--- src/rtl/c5_alu_unit.sv ---
// c5 execute-stage ALU: add/sub/slt/sltu and bitwise logic on one shared 32-bit adder.
// Defining C5_ALU_OUTPUT_REG_EN adds a reset-able output register (1-cycle latency).
module c5_alu_unit (
    input  logic        I_clk,
    input  logic        I_rst_n,
    input  logic [31:0] I_a_in,
    input  logic [31:0] I_b_in,
    input  logic [3:0]  I_alu_function,
    output logic [31:0] O_c_alu,
    output logic        O_zero,
    output logic        O_overflow
);

    localparam logic [3:0] FN_NOP  = 4'd0;
    localparam logic [3:0] FN_ADD  = 4'd1;
    localparam logic [3:0] FN_SUB  = 4'd2;
    localparam logic [3:0] FN_SLTU = 4'd3;
    localparam logic [3:0] FN_SLT  = 4'd4;
    localparam logic [3:0] FN_OR   = 4'd5;
    localparam logic [3:0] FN_AND  = 4'd6;
    localparam logic [3:0] FN_XOR  = 4'd7;
    localparam logic [3:0] FN_NOR  = 4'd8;

    logic        w_do_add;
    logic [31:0] w_b_op;
    logic [32:0] w_sum33;
    logic [31:0] w_sum;
    logic        w_carry;
    logic        w_ovf_add;
    logic        w_ovf_sub;
    logic [31:0] w_result;
    logic        w_overflow;
    logic        w_zero;

    // Everything except add runs the adder as A + ~B + 1, so compares reuse the subtract.
    assign w_do_add  = (I_alu_function == FN_ADD);
    assign w_b_op    = w_do_add ? I_b_in : ~I_b_in;
    assign w_sum33   = {1'b0, I_a_in} + {1'b0, w_b_op} + {32'd0, ~w_do_add};
    assign w_sum     = w_sum33[31:0];
    assign w_carry   = w_sum33[32];
    assign w_ovf_add = (I_a_in[31] == I_b_in[31]) && (w_sum[31] != I_a_in[31]);
    assign w_ovf_sub = (I_a_in[31] != I_b_in[31]) && (w_sum[31] != I_a_in[31]);

    always_comb begin
        w_result   = 32'd0;
        w_overflow = 1'b0;
        case (I_alu_function)
            FN_NOP:  w_result = 32'd0;
            FN_ADD:  begin
                w_result   = w_sum;
                w_overflow = w_ovf_add;
            end
            FN_SUB:  begin
                w_result   = w_sum;
                w_overflow = w_ovf_sub;
            end
            FN_SLTU: w_result = {31'd0, ~w_carry};
            FN_SLT:  w_result = {31'd0, w_sum[31] ^ w_ovf_sub};
            FN_OR:   w_result = I_a_in | I_b_in;
            FN_AND:  w_result = I_a_in & I_b_in;
            FN_XOR:  w_result = I_a_in ^ I_b_in;
            FN_NOR:  w_result = ~(I_a_in | I_b_in);
            default: w_result = 32'd0;
        endcase
    end

    assign w_zero = (w_result == 32'd0);

`ifdef C5_ALU_OUTPUT_REG_EN
    logic [31:0] r_c_alu;
    logic        r_zero;
    logic        r_overflow;

    always_ff @(posedge I_clk or negedge I_rst_n) begin
        if (!I_rst_n) begin
            r_c_alu    <= 32'd0;
            r_zero     <= 1'b1;
            r_overflow <= 1'b0;
        end else begin
            r_c_alu    <= w_result;
            r_zero     <= w_zero;
            r_overflow <= w_overflow;
        end
    end

    assign O_c_alu    = r_c_alu;
    assign O_zero     = r_zero;
    assign O_overflow = r_overflow;
`else
    // Clock and reset have no load in the combinational build.
    logic w_unused_clk_rst;
    assign w_unused_clk_rst = I_clk ^ I_rst_n;

    assign O_c_alu    = w_result;
    assign O_zero     = w_zero;
    assign O_overflow = w_overflow;
`endif

endmodule

--- config.mk ---
export PLATFORM = sky130hd
export DESIGN_NAME = c5_alu_unit
export DESIGN_NICKNAME = d
export VERILOG_FILES = /design/src/rtl/c5_alu_unit.sv
export SDC_FILE = /design/constraint.sdc
export NUM_CORES = 1
export LEC_CHECK = 0
export CAP_MARGIN = 5
export CORE_MARGIN = 4
export CORE_UTILIZATION = 35
export DETAILED_ROUTE_END_ITERATION = 10
export PLACE_DENSITY_LB_ADDON = 0.2
export SLEW_MARGIN = 20
export SYNTH_ARGS = -nofsm -noshare
export SYNTH_HDL_FRONTEND = slang
export SYNTH_SLANG_ARGS = --single-unit
--- constraint.sdc ---
create_clock -name vclk -period 9.86
set_input_delay 1.972 -clock vclk [all_inputs]
set_output_delay 1.972 -clock vclk [all_outputs]
set_load 0.005 [all_outputs]
## After elaboration in Yosys (flattened, before gate mapping)

Cells that the tools add are included.

- Bits of input ports: 70
- Output and inout bits: 34
- Word-level logic and storage cells: 28
- Register bits: 0

- Bitwise gates (word level): 8
- Muxes and demuxes: 3
- Equal/unequal tests: 11
- Reduce and logical (&&, ||, !) cells: 4
- $add $sub $neg: 2

Operators with widths:

| kind | count |
|---|---|
| $pmux W32 S7 | 1 |
| $not A32 Y32 | 2 |
| $add A32 B32 Y33 | 1 |
| $add A33 B1 Y33 | 1 |
| $and A32 B32 Y32 | 1 |
| $logic_not A32 Y1 | 1 |
| $mux W32 | 1 |
| $or A32 B32 Y32 | 1 |
| $xor A32 B32 Y32 | 1 |
| $eq A4 B3 Y1 const B | 4 |
| $eq A4 B2 Y1 const B | 2 |
| $eq A4 B1 Y1 const B | 1 |
| $eq A4 B4 Y1 const B | 1 |
| $logic_and A1 B1 Y1 | 2 |
| $ne A1 B1 Y1 | 2 |
| $not A1 Y1 | 2 |
| $pmux W1 S2 | 1 |
| $reduce_or A2 Y1 | 1 |
| $eq A1 B1 Y1 | 1 |
| $xor A1 B1 Y1 | 1 |

## Logic depth before layout (Yosys ltp)

Gate-level depths: netlist (run 1).

- Depth in word-level cells: 9
- Depth in mapped cells: 17
- Mapped depth without buffers: 13

## Worst setup path before layout (run 1)

Ideal clock, no wire load.

- Path kind: input to output
- Start: input I_alu_function[1]
- End: output O_zero
- Data arrival time: 5,874 ps
- Required time: 7,888 ps
- Path buffers: 3
- Stages on the path: 16
- Path slack: 2,014 ps
- Cell sequence: buf_6 nor4b_2 buf_6 clkbuf_1 mux2i_1 fa_1 a21o_1 a221o_2 a31oi_4 o21ai_1 xor2_1 a221o_1 nor4b_1 nand4_1 or4_1 nor2_1

- Elaborated cells on any way between the ends: 19
- Those cells by class: add/sub: 2; eq/ne: 9; mux: 2; bitwise: 3; reduce/logical: 3

RTL lines:

| item | line | source |
|---|---|---|
| start, declared | 8 | `input logic [3:0] I_alu_function,` |
| $eq A4 B1 Y1 | 36, 47 |  |
| $mux W32 | 37 | `assign w_b_op = w_do_add ? I_b_in : ~I_b_in;` |
| $add A32 B32 Y33 | 38 | `assign w_sum33 = {1'b0, I_a_in} + {1'b0, w_b_op} + {32'd0, ~w_do_add};` |
| $add A33 B1 Y33 | 38 |  |
| $pmux W32 S7 (*) | 47 | `case (I_alu_function)` |
| via O_c_alu[10] | 9 | `output logic [31:0] O_c_alu,` |
| $logic_not A32 Y1 (*) | 67 | `assign w_zero = (w_result == 32'd0);` |
| end, declared | 10 | `output logic O_zero,` |

Mark *: on every way through the listed nets, which the timed path passes. The rest lies on a longest branch.

## Worst setup path after layout (run 1)

- Start: input I_alu_function[1]
- End: output O_zero

- Longest elaborated chain between the ends: 9
- Elaborated cells on any way between the ends: 19
- Those cells by class: add/sub: 2; eq/ne: 9; mux: 2; bitwise: 3; reduce/logical: 3

Ends and longest elaborated chain:

| item | line | source |
|---|---|---|
| $eq A4 B1 Y1 | 36, 47 |  |
| $mux W32 | 37 |  |
| $add A32 B32 Y33 | 38 |  |
| $add A33 B1 Y33 | 38 |  |
| $ne A1 B1 Y1 | 42 | `assign w_ovf_sub = (I_a_in[31] != I_b_in[31]) && (w_sum[31] != I_a_in[31]);` |
| $logic_and A1 B1 Y1 | 42 |  |
| $xor A1 B1 Y1 | 58 | `FN_SLT: w_result = {31'd0, w_sum[31] ^ w_ovf_sub};` |
| $pmux W32 S7 (*) | 47 |  |
| $logic_not A32 Y1 (*) | 67 |  |

Every way passes the cells marked *; elsewhere a longest branch is shown, timed or not.

==> results of run 1 <==
[routing by layer]
metal	vias up	routed length (um)
li1	2446	-
met1	2274	7120
met2	142	6710
met3	16	753
met4	0	170
met5	-	0
[cells by family after synthesis]
kind of cell / Yosys count / synth area share
compound gates: 193 / 0.287
xor+xnor: 60 / 0.115
fa+ha+maj: 96 / 0.265
buf+inv: 109 / 0.0965
mux: 39 / 0.0864
simple gates: 137 / 0.150
[worst min-delay path: stages]
cell	delay, ps
clkdlybuf4s50_1	520
buf_4	180
nor4_1	70
clkdlybuf4s50_1	440
[area by class of cell]
| type | count | area, um^2 |
|---|---|---|
| fillers | 1298 | 6930 |
| multi-input cells | 525 | 4140 |
| repair buffers | 112 | 1090 |
| inverters | 77 | 289 |
| well taps | 172 | 215 |
[power by group through the flow]
stage / registers (W) / logic [W] / clock network [W]
floorplan: 0 / 0.000217 / 0
global placement: 0 / 0.000334 / 0
detailed placement: 0 / 0.000339 / 0
CTS: 0 / 0.000342 / 0
global route: 0 / 0.000378 / 0
finish: 0 / 0.000343 / 0
[final timing paths]
path / startpoint / end / slack, ps / cells past startpoint
hold / removal: I_alu_function[3] / O_overflow / 5160 / 4
setup / recovery: I_alu_function[1] / O_zero / 630 / 16
[layout by cell type (no fill, tap or decap), types with 3 or more instances in the layout]
cell,n
o22ai_1,17
o21a_1,6
a211oi_1,9
nand4_1,9
mux2i_1,36
a32oi_1,3
nor2_1,31
nor3_1,9
o32ai_1,4
nand2_1,45
mux2_2,3
o211ai_1,4
nand3_1,9
a31oi_1,3
buf_4,10
o221ai_1,5
and3b_1,3
a211o_1,3
and3_1,5
o21ai_0,41
nor4_1,5
a31o_2,3
inv_1,76
xor2_1,14
xnor2_1,46
a22oi_1,3
clkdlybuf4s50_1,101
nor2b_1,3
a21o_1,14
ha_1,95
a21oi_1,48
[cell usage after synthesis, types with 3 or more instances]
| master | instances | area, um^2 |
|---|---|---|
| clkbuf_1 | 19 | 71.3 |
| ha_1 | 95 | 1190 |
| and3b_1 | 3 | 26.3 |
| a21o_1 | 14 | 105 |
| nor3_1 | 9 | 45.0 |
| a21oi_1 | 48 | 240 |
| o211ai_1 | 4 | 30.0 |
| mux2_2 | 3 | 33.8 |
| inv_1 | 76 | 285 |
| nor2_1 | 31 | 116 |
| a22oi_1 | 3 | 22.5 |
| o32ai_1 | 4 | 35.0 |
| a211o_1 | 3 | 26.3 |
| xnor2_1 | 46 | 403 |
| and3_1 | 5 | 31.3 |
| o21a_1 | 6 | 45.0 |
| o21ai_0 | 41 | 205 |
| nand2_1 | 45 | 169 |
| a211oi_1 | 9 | 67.6 |
| xor2_1 | 14 | 123 |
| a32oi_1 | 3 | 26.3 |
| nor2b_1 | 3 | 18.8 |
| o221ai_1 | 5 | 43.8 |
| a31o_2 | 3 | 26.3 |
| nand4_1 | 9 | 56.3 |
| mux2i_1 | 36 | 360 |
| nor4_1 | 5 | 31.3 |
| a31oi_1 | 3 | 18.8 |
| buf_2 | 9 | 45.0 |
| o22ai_1 | 17 | 106 |
| nand3_1 | 9 | 45.0 |
[through the flow]
step                      std cells   util
after floorplan                 634      -
after global placement          886  0.452
after detailed placement        886  0.453
after CTS                       886  0.453
after global routing            886  0.453
final                           886  0.453
==> results.toml, run 1 <==
[status]
outcome = "finished clean"

[place]
post-place-ws_ps = 681
routabilityCongestion = 0.882
numPortBuffers = 102
post-dp-hpwl_um = 12100
postPlaceCellArea_um2 = 5740

[worst_setup_path]
cp.required_ps = 7890
endpoint_kind = "output pin"
slowest_delay_ps = 560
crit_chain = "clkdlybuf4s50_1 -> nor4b_4 -> buf_4 -> xnor2_1 -> ha_1 -> a21o_1 -> a221o_2 -> xnor2_1 -> nor2_1 -> a311o_1 -> nor4_1 -> nor4b_1 -> nand4_1 -> or4_1 -> nor2_1 -> clkdlybuf4s50_1"
critical_path_class = "input port to output pin"
cp_num_buf_inv = 3
cp_slowest_cell = "nor4b_1"
crit_fanout = 15
worst_ep_arrival_time_ps = 7260
crit_family = "simple AND/OR/NAND/NOR gates"
crit_path_start_kind = "input port"

[timing]
tightest_slew_ps = 736
fmax_mhz = 108
setup_tns_ps = 0
final-hold-violation-count = 0
rsz0062_at_grt = "no"
fin_crit_ps = 9230
slew_viol_final = 0
setup-violations-final = 0
holdWs_ps = 5160
worst_slack_ps = 632
slew_headroom = 0.507
period_share = 0.936

[routing]
drc_errors = 0
wirelength_um = 14700
drtPass1Iterations = 5
drt_iter0_drc = 309
wl_per_cell_um = 16.6
ant_nets = 0
num_vias = 4878
vias_per_cell = 5.51

[min_path]
hold_class = "input port to output pin"

[global_routing]
grt_use_met1 = 0.269
grt-ovfl-total = 0
use_met2 = 0.325
grt_use_met3 = 0.0135
track_usage = 0.190
grt_pass1_vias = 4834
grt_max_degree = 47
antenna_found_initial = 0
grt_pass1_wl_um = 23600
top_usage_layer = "met2"

[finish]
drive_above_1_share = 0.0420
seq_area_um2 = 0
fin_area_um2 = 5740
antenna_cells = 0
area_growth_pct = 25.8
design.seq.count = 0
nClkBuffers = 0
final_net_count = 882

[job]
drv_cap = 0

[synthesis]
netlist_area_um2 = 4560
syn_nets = 800
yosysSeqAreaShare = 0
syn-instance-count = 634
synth.distinct_cells = 69
synth_area_per_cell_um2 = 7.20
yosysWarningCount = 0

[clock_tree]
cts-resized-gates = 0
post_cts_buffers = 0
holdBufCountCts = 0

[power_and_ir_drop]
power.leakage_nw = 2.63
power.internal_w = 0.000159
power_w = 0.000343
seq_power_share = 0
ir_drop_mv = 0.0239
p_switching_w = 0.000184
share_comb_of_total_power = 1.000
clkPwrFrac = 0
p_per_area_nw_per_um2 = 59.8
p_sw_frac = 0.536

[floorplan]
die-area_um2 = 14900
die_w_um = 122
die_y_um = 122
ioPinCount = 104
start_util = 0.360
core_region_area_um2 = 12700
num_rows = 41
Power figures use the tool's default switching activity.
==> run 2: changes to the inputs <==
Settings changed: TNS_END_PERCENT set to 1.
Clock period 9.86 ns to 11.6 ns, I/O delays scaled along.
==> run 2 against run 1 <==
- critical path depth unchanged
- cell area decreased by 0.52%
- wire length grew 2.6%
- combinational power down 15%
- global-route usage rose by 0.60 points
- count of clock-buffer cells in the layout unchanged
- flip-flop and latch count stayed put
- hold slack improved by 680 ps
- non-clock buffer count fell by 4
- largest power group unchanged
==> results.toml, run 2 (synthesis gave the netlist of run 1 again) <==
[worst_setup_path]
worst_ep_arrival_time_ps = 7800
crit_path_start_kind = "input port"
critical_path_class = "input port to output pin"
crit_fanout = 11
cp.required_ps = 9280
endpoint_kind = "output pin"

[power_and_ir_drop]
p_per_area_nw_per_um2 = 51.1
ir_drop_mv = 0.0188
power.leakage_nw = 2.61

[timing]
period_share = 0.872
fmax_mhz = 98.8
final-hold-violation-count = 0
rsz0062_at_grt = "no"
setup-violations-final = 0
slew_headroom = 0.306
fin_crit_ps = 10120
slew_viol_final = 0
setup_tns_ps = 0
tightest_slew_ps = 1040

[floorplan]
die_y_um = 122
die-area_um2 = 14900
num_rows = 41
start_util = 0.360
die_w_um = 122
core_region_area_um2 = 12700
ioPinCount = 104

[place]
numPortBuffers = 102
post-dp-hpwl_um = 12100
routabilityCongestion = 0.875

[min_path]
hold_class = "input port to output pin"

[finish]
area_growth_pct = 25.1
finish.utilization = 0.450
fillers = 1318
nClkBuffers = 0
antenna_cells = 0
multi_input_area_um2 = 4140
drive_above_1_share = 0.0366
seq_area_um2 = 0
final_common_cell = "clkdlybuf4s50_1"
final_cell_mix = "101 x clkdlybuf4s50_1, 95 x ha_1, 76 x inv_1, 48 x a21oi_1, 46 x xnor2_1"
final_net_count = 878
design.seq.count = 0

[job]
drv_cap = 0

[routing]
drtPass1Iterations = 7
num_vias = 5010
wl_per_cell_um = 17.2
wirelength_um = 15100
vias_per_cell = 5.68
ant_nets = 0
drt_iter0_drc = 288
drc_errors = 0

[status]
outcome = "finished clean"

[global_routing]
track_usage = 0.196
grt_max_degree = 47
grt_pass1_vias = 4940
grt_pass1_wl_um = 24400
antenna_found_initial = 0
grt-ovfl-total = 0

[clock_tree]
holdBufCountCts = 0
cts-resized-gates = 0
post_cts_buffers = 0
run 2: changes by cell type in the layout (fill, tap and decap cells not counted), sizes merged:
| cell | before | now |
|---|---|---|
| buf | 11 | 7 |
run 2: critical path, cell delays in order:
cell and delay (ps):
clkdlybuf4s50_1 640, nor4b_4 600, buf_4 340, xnor2_1 150, ha_1 290, and3_1 200, a221o_2 440, xnor2_1 160
nor2_1 50, a311o_1 300, nor4_1 360, nor4b_1 500, nand4_1 240, or4_1 560, nor2_1 120, clkdlybuf4s50_1 510
run 2: worst paths after layout:
check	startpoint	end	slack (ps)	cells past startpoint
min	I_a_in[31]	O_overflow	5840	4
max	I_alu_function[2]	O_zero	1480	16
run 2: stage by stage:
step | setup slack (ps) | cell area (um^2) | instances | hold WS [ps] | total power (W)
floorplan | 3060 | 4560 | 634 | 4780 | 0.000184
global placement | 1460 | 5700 | 882 | 5850 | 0.000283
detailed placement | 1440 | 5710 | 882 | 5850 | 0.000288
CTS | 1430 | 5710 | 882 | 5850 | 0.000290
global route | 1100 | 5710 | 882 | 5900 | 0.000322
finish | 1480 | 5710 | 882 | 5840 | 0.000292
run 2: where the power goes:
group          switching (W)  internal (W)  total, W
sequential                 0             0         0
combinational       0.000157      0.000135  0.000292
clock                      0             0         0
total               0.000157      0.000135  0.000292
run 2: cell type report:
class | count | share of cell area
multi-input combinational | 525 | 0.726
inverter | 77 | 0.0506
tap | 172 | 0.0377
timing repair buffer | 108 | 0.186
run 2: metal layers:
| metal | up-vias | routed length [um] | track usage | part of all wire |
|---|---|---|---|---|
| met4 | 0 | 199 | 0.0280 | 0.013 |
| met5 | - | 0 | 0 | 0 |
| met1 | 2391 | 7080 | 0.272 | 0.47 |
| met3 | 16 | 820 | 0.0130 | 0.054 |
| li1 | 2441 | - | - | - |
| met2 | 162 | 7040 | 0.341 | 0.47 |
==> run 3: changes to the inputs <==
Settings changed: CORE_UTILIZATION 35 to 30.
==> run 3 against run 2 <==
- setup slack worse by 170 ps
- die area up 16%
- critical path type unchanged
- via count down 3.1%
- total power down 0.18%
==> results.toml, run 3 (synthesis gave the netlist of run 1 again) <==
[status]
outcome = "finished clean"

[worst_setup_path]
cp-endpoint = "O_zero"
slowest_delay_ps = 850
critical_path_class = "input port to output pin"
crit_chain = "clkdlybuf4s50_1 -> nor4b_4 -> mux2i_1 -> fa_1 -> a21o_1 -> a221o_2 -> xnor2_1 -> nor2_1 -> a311o_1 -> nor4_1 -> nor4b_1 -> nand4_1 -> or4_1 -> nor2_1 -> clkdlybuf4s50_1"
crit_fanout = 11
cp_slowest_cell = "nor4b_4"
cp.required_ps = 9280
startpoint = "I_alu_function[2]"
endpoint_kind = "output pin"
crit_path_start_kind = "input port"
worst_ep_arrival_time_ps = 7970

[timing]
rsz0062_at_grt = "no"
slew_viol_final = 0
setup-violations-final = 0
worst_slack_ps = 1310
fin_crit_ps = 10290
tightest_slew_ps = 1050
setup_tns_ps = 0
fmax_mhz = 97.2
slew_headroom = 0.296
final-hold-violation-count = 0
period_share = 0.887

[job]
drv_cap = 0

[place]
numPortBuffers = 102
post-place-ws_ps = 1180
post-dp-hpwl_um = 12500
routabilityCongestion = 0.863

[routing]
vias_per_cell = 5.43
drtPass1Iterations = 5
drc_errors = 0
wirelength_um = 15500
ant_nets = 0
drt_iter0_drc = 294
num_vias = 4857
wl_per_cell_um = 17.3

[finish]
finish.utilization = 0.389
final_cell_mix = "101 x clkdlybuf4s50_1, 95 x ha_1, 76 x inv_1, 48 x a21oi_1, 46 x xnor2_1"
final_net_count = 878
nClkBuffers = 0
design.seq.count = 0
drive_above_1_share = 0.0366
antenna_cells = 0
final_common_cell = "clkdlybuf4s50_1"
area_growth_pct = 25.4
seq_area_um2 = 0

[floorplan]
die_y_um = 131
num_rows = 44
core_region_area_um2 = 14700
start_util = 0.310
die-area_um2 = 17200
die_w_um = 131
ioPinCount = 104

[clock_tree]
cts-resized-gates = 0
holdBufCountCts = 0
post_cts_buffers = 0

[global_routing]
grt_max_degree = 47
grt_pass1_wl_um = 25300
antenna_found_initial = 0
grt_pass1_vias = 4878
track_usage = 0.171
grt-ovfl-total = 0

[min_path]
hold_class = "input port to output pin"

[power_and_ir_drop]
power.internal_w = 0.000134
ir_drop_mv = 0.0177
seq_power_share = 0
p_per_area_nw_per_um2 = 50.9
p_switching_w = 0.000157
p_sw_frac = 0.539
power.leakage_nw = 2.61
clkPwrFrac = 0
share_comb_of_total_power = 1.000
## run 3: cell counts in the layout (fill, tap and decap cells not counted)
Identical to the previous run, type by type.
## run 3: power by group through the flow
stage          logic (W)  registers, W  clock network [W]
2_1_floorplan   0.000184             0                  0
3_3_place_gp    0.000286             0                  0
3_5_place_dp    0.000289             0                  0
4_1_cts         0.000291             0                  0
5_1_grt         0.000323             0                  0
6_report        0.000291             0                  0
## run 3: per-stage QoR
step                      hold slack, ps  instances  power, W  cell area, um^2
after global routing                5960        894  0.000323             5720
after floorplan                     4780        634  0.000184             4560
after global placement              5880        894  0.000286             5720
after CTS                           5920        894  0.000291             5720
final                               5910        894  0.000291             5720
after detailed placement            5910        894  0.000289             5720
## run 3: layout make-up
| cell class | instances | area [um^2] |
|---|---|---|
| multi-input cells | 525 | 4140 |
| fillers | 1532 | 8980 |
| repair buffers | 108 | 1060 |
| inverters | 77 | 289 |
| well taps | 184 | 230 |
## run 3: metal layers
metal,global-route usage,share of wire,wire length (um),up-vias
li1,-,-,-,2450
met4,0.0181,0.012,178,0
met1,0.239,0.48,7420,2260
met3,0.0119,0.042,657,13
met5,0,0,0,-
met2,0.298,0.47,7220,134
## run 3: worst min-delay path by stage
stage	start	to	slack (ps)	cells past startpoint
floorplan	I_a_in[31]	O_overflow	4780	2
global placement	I_a_in[31]	O_overflow	5880	4
detailed placement	I_a_in[31]	O_overflow	5910	4
CTS	I_a_in[31]	O_overflow	5920	4
global route	I_a_in[31]	O_overflow	5960	4
finish	I_a_in[31]	O_overflow	5910	4
## run 3: critical path, delay by kind of cell
kind	cells	cell delay [ps]
buffers and inverters	2	1160
xor gates and xnor gates	1	160
and+or+nand+nor	7	2690
muxes	1	230
adders and majority gates	1	490
AOI/OAI and AO/OA	3	910
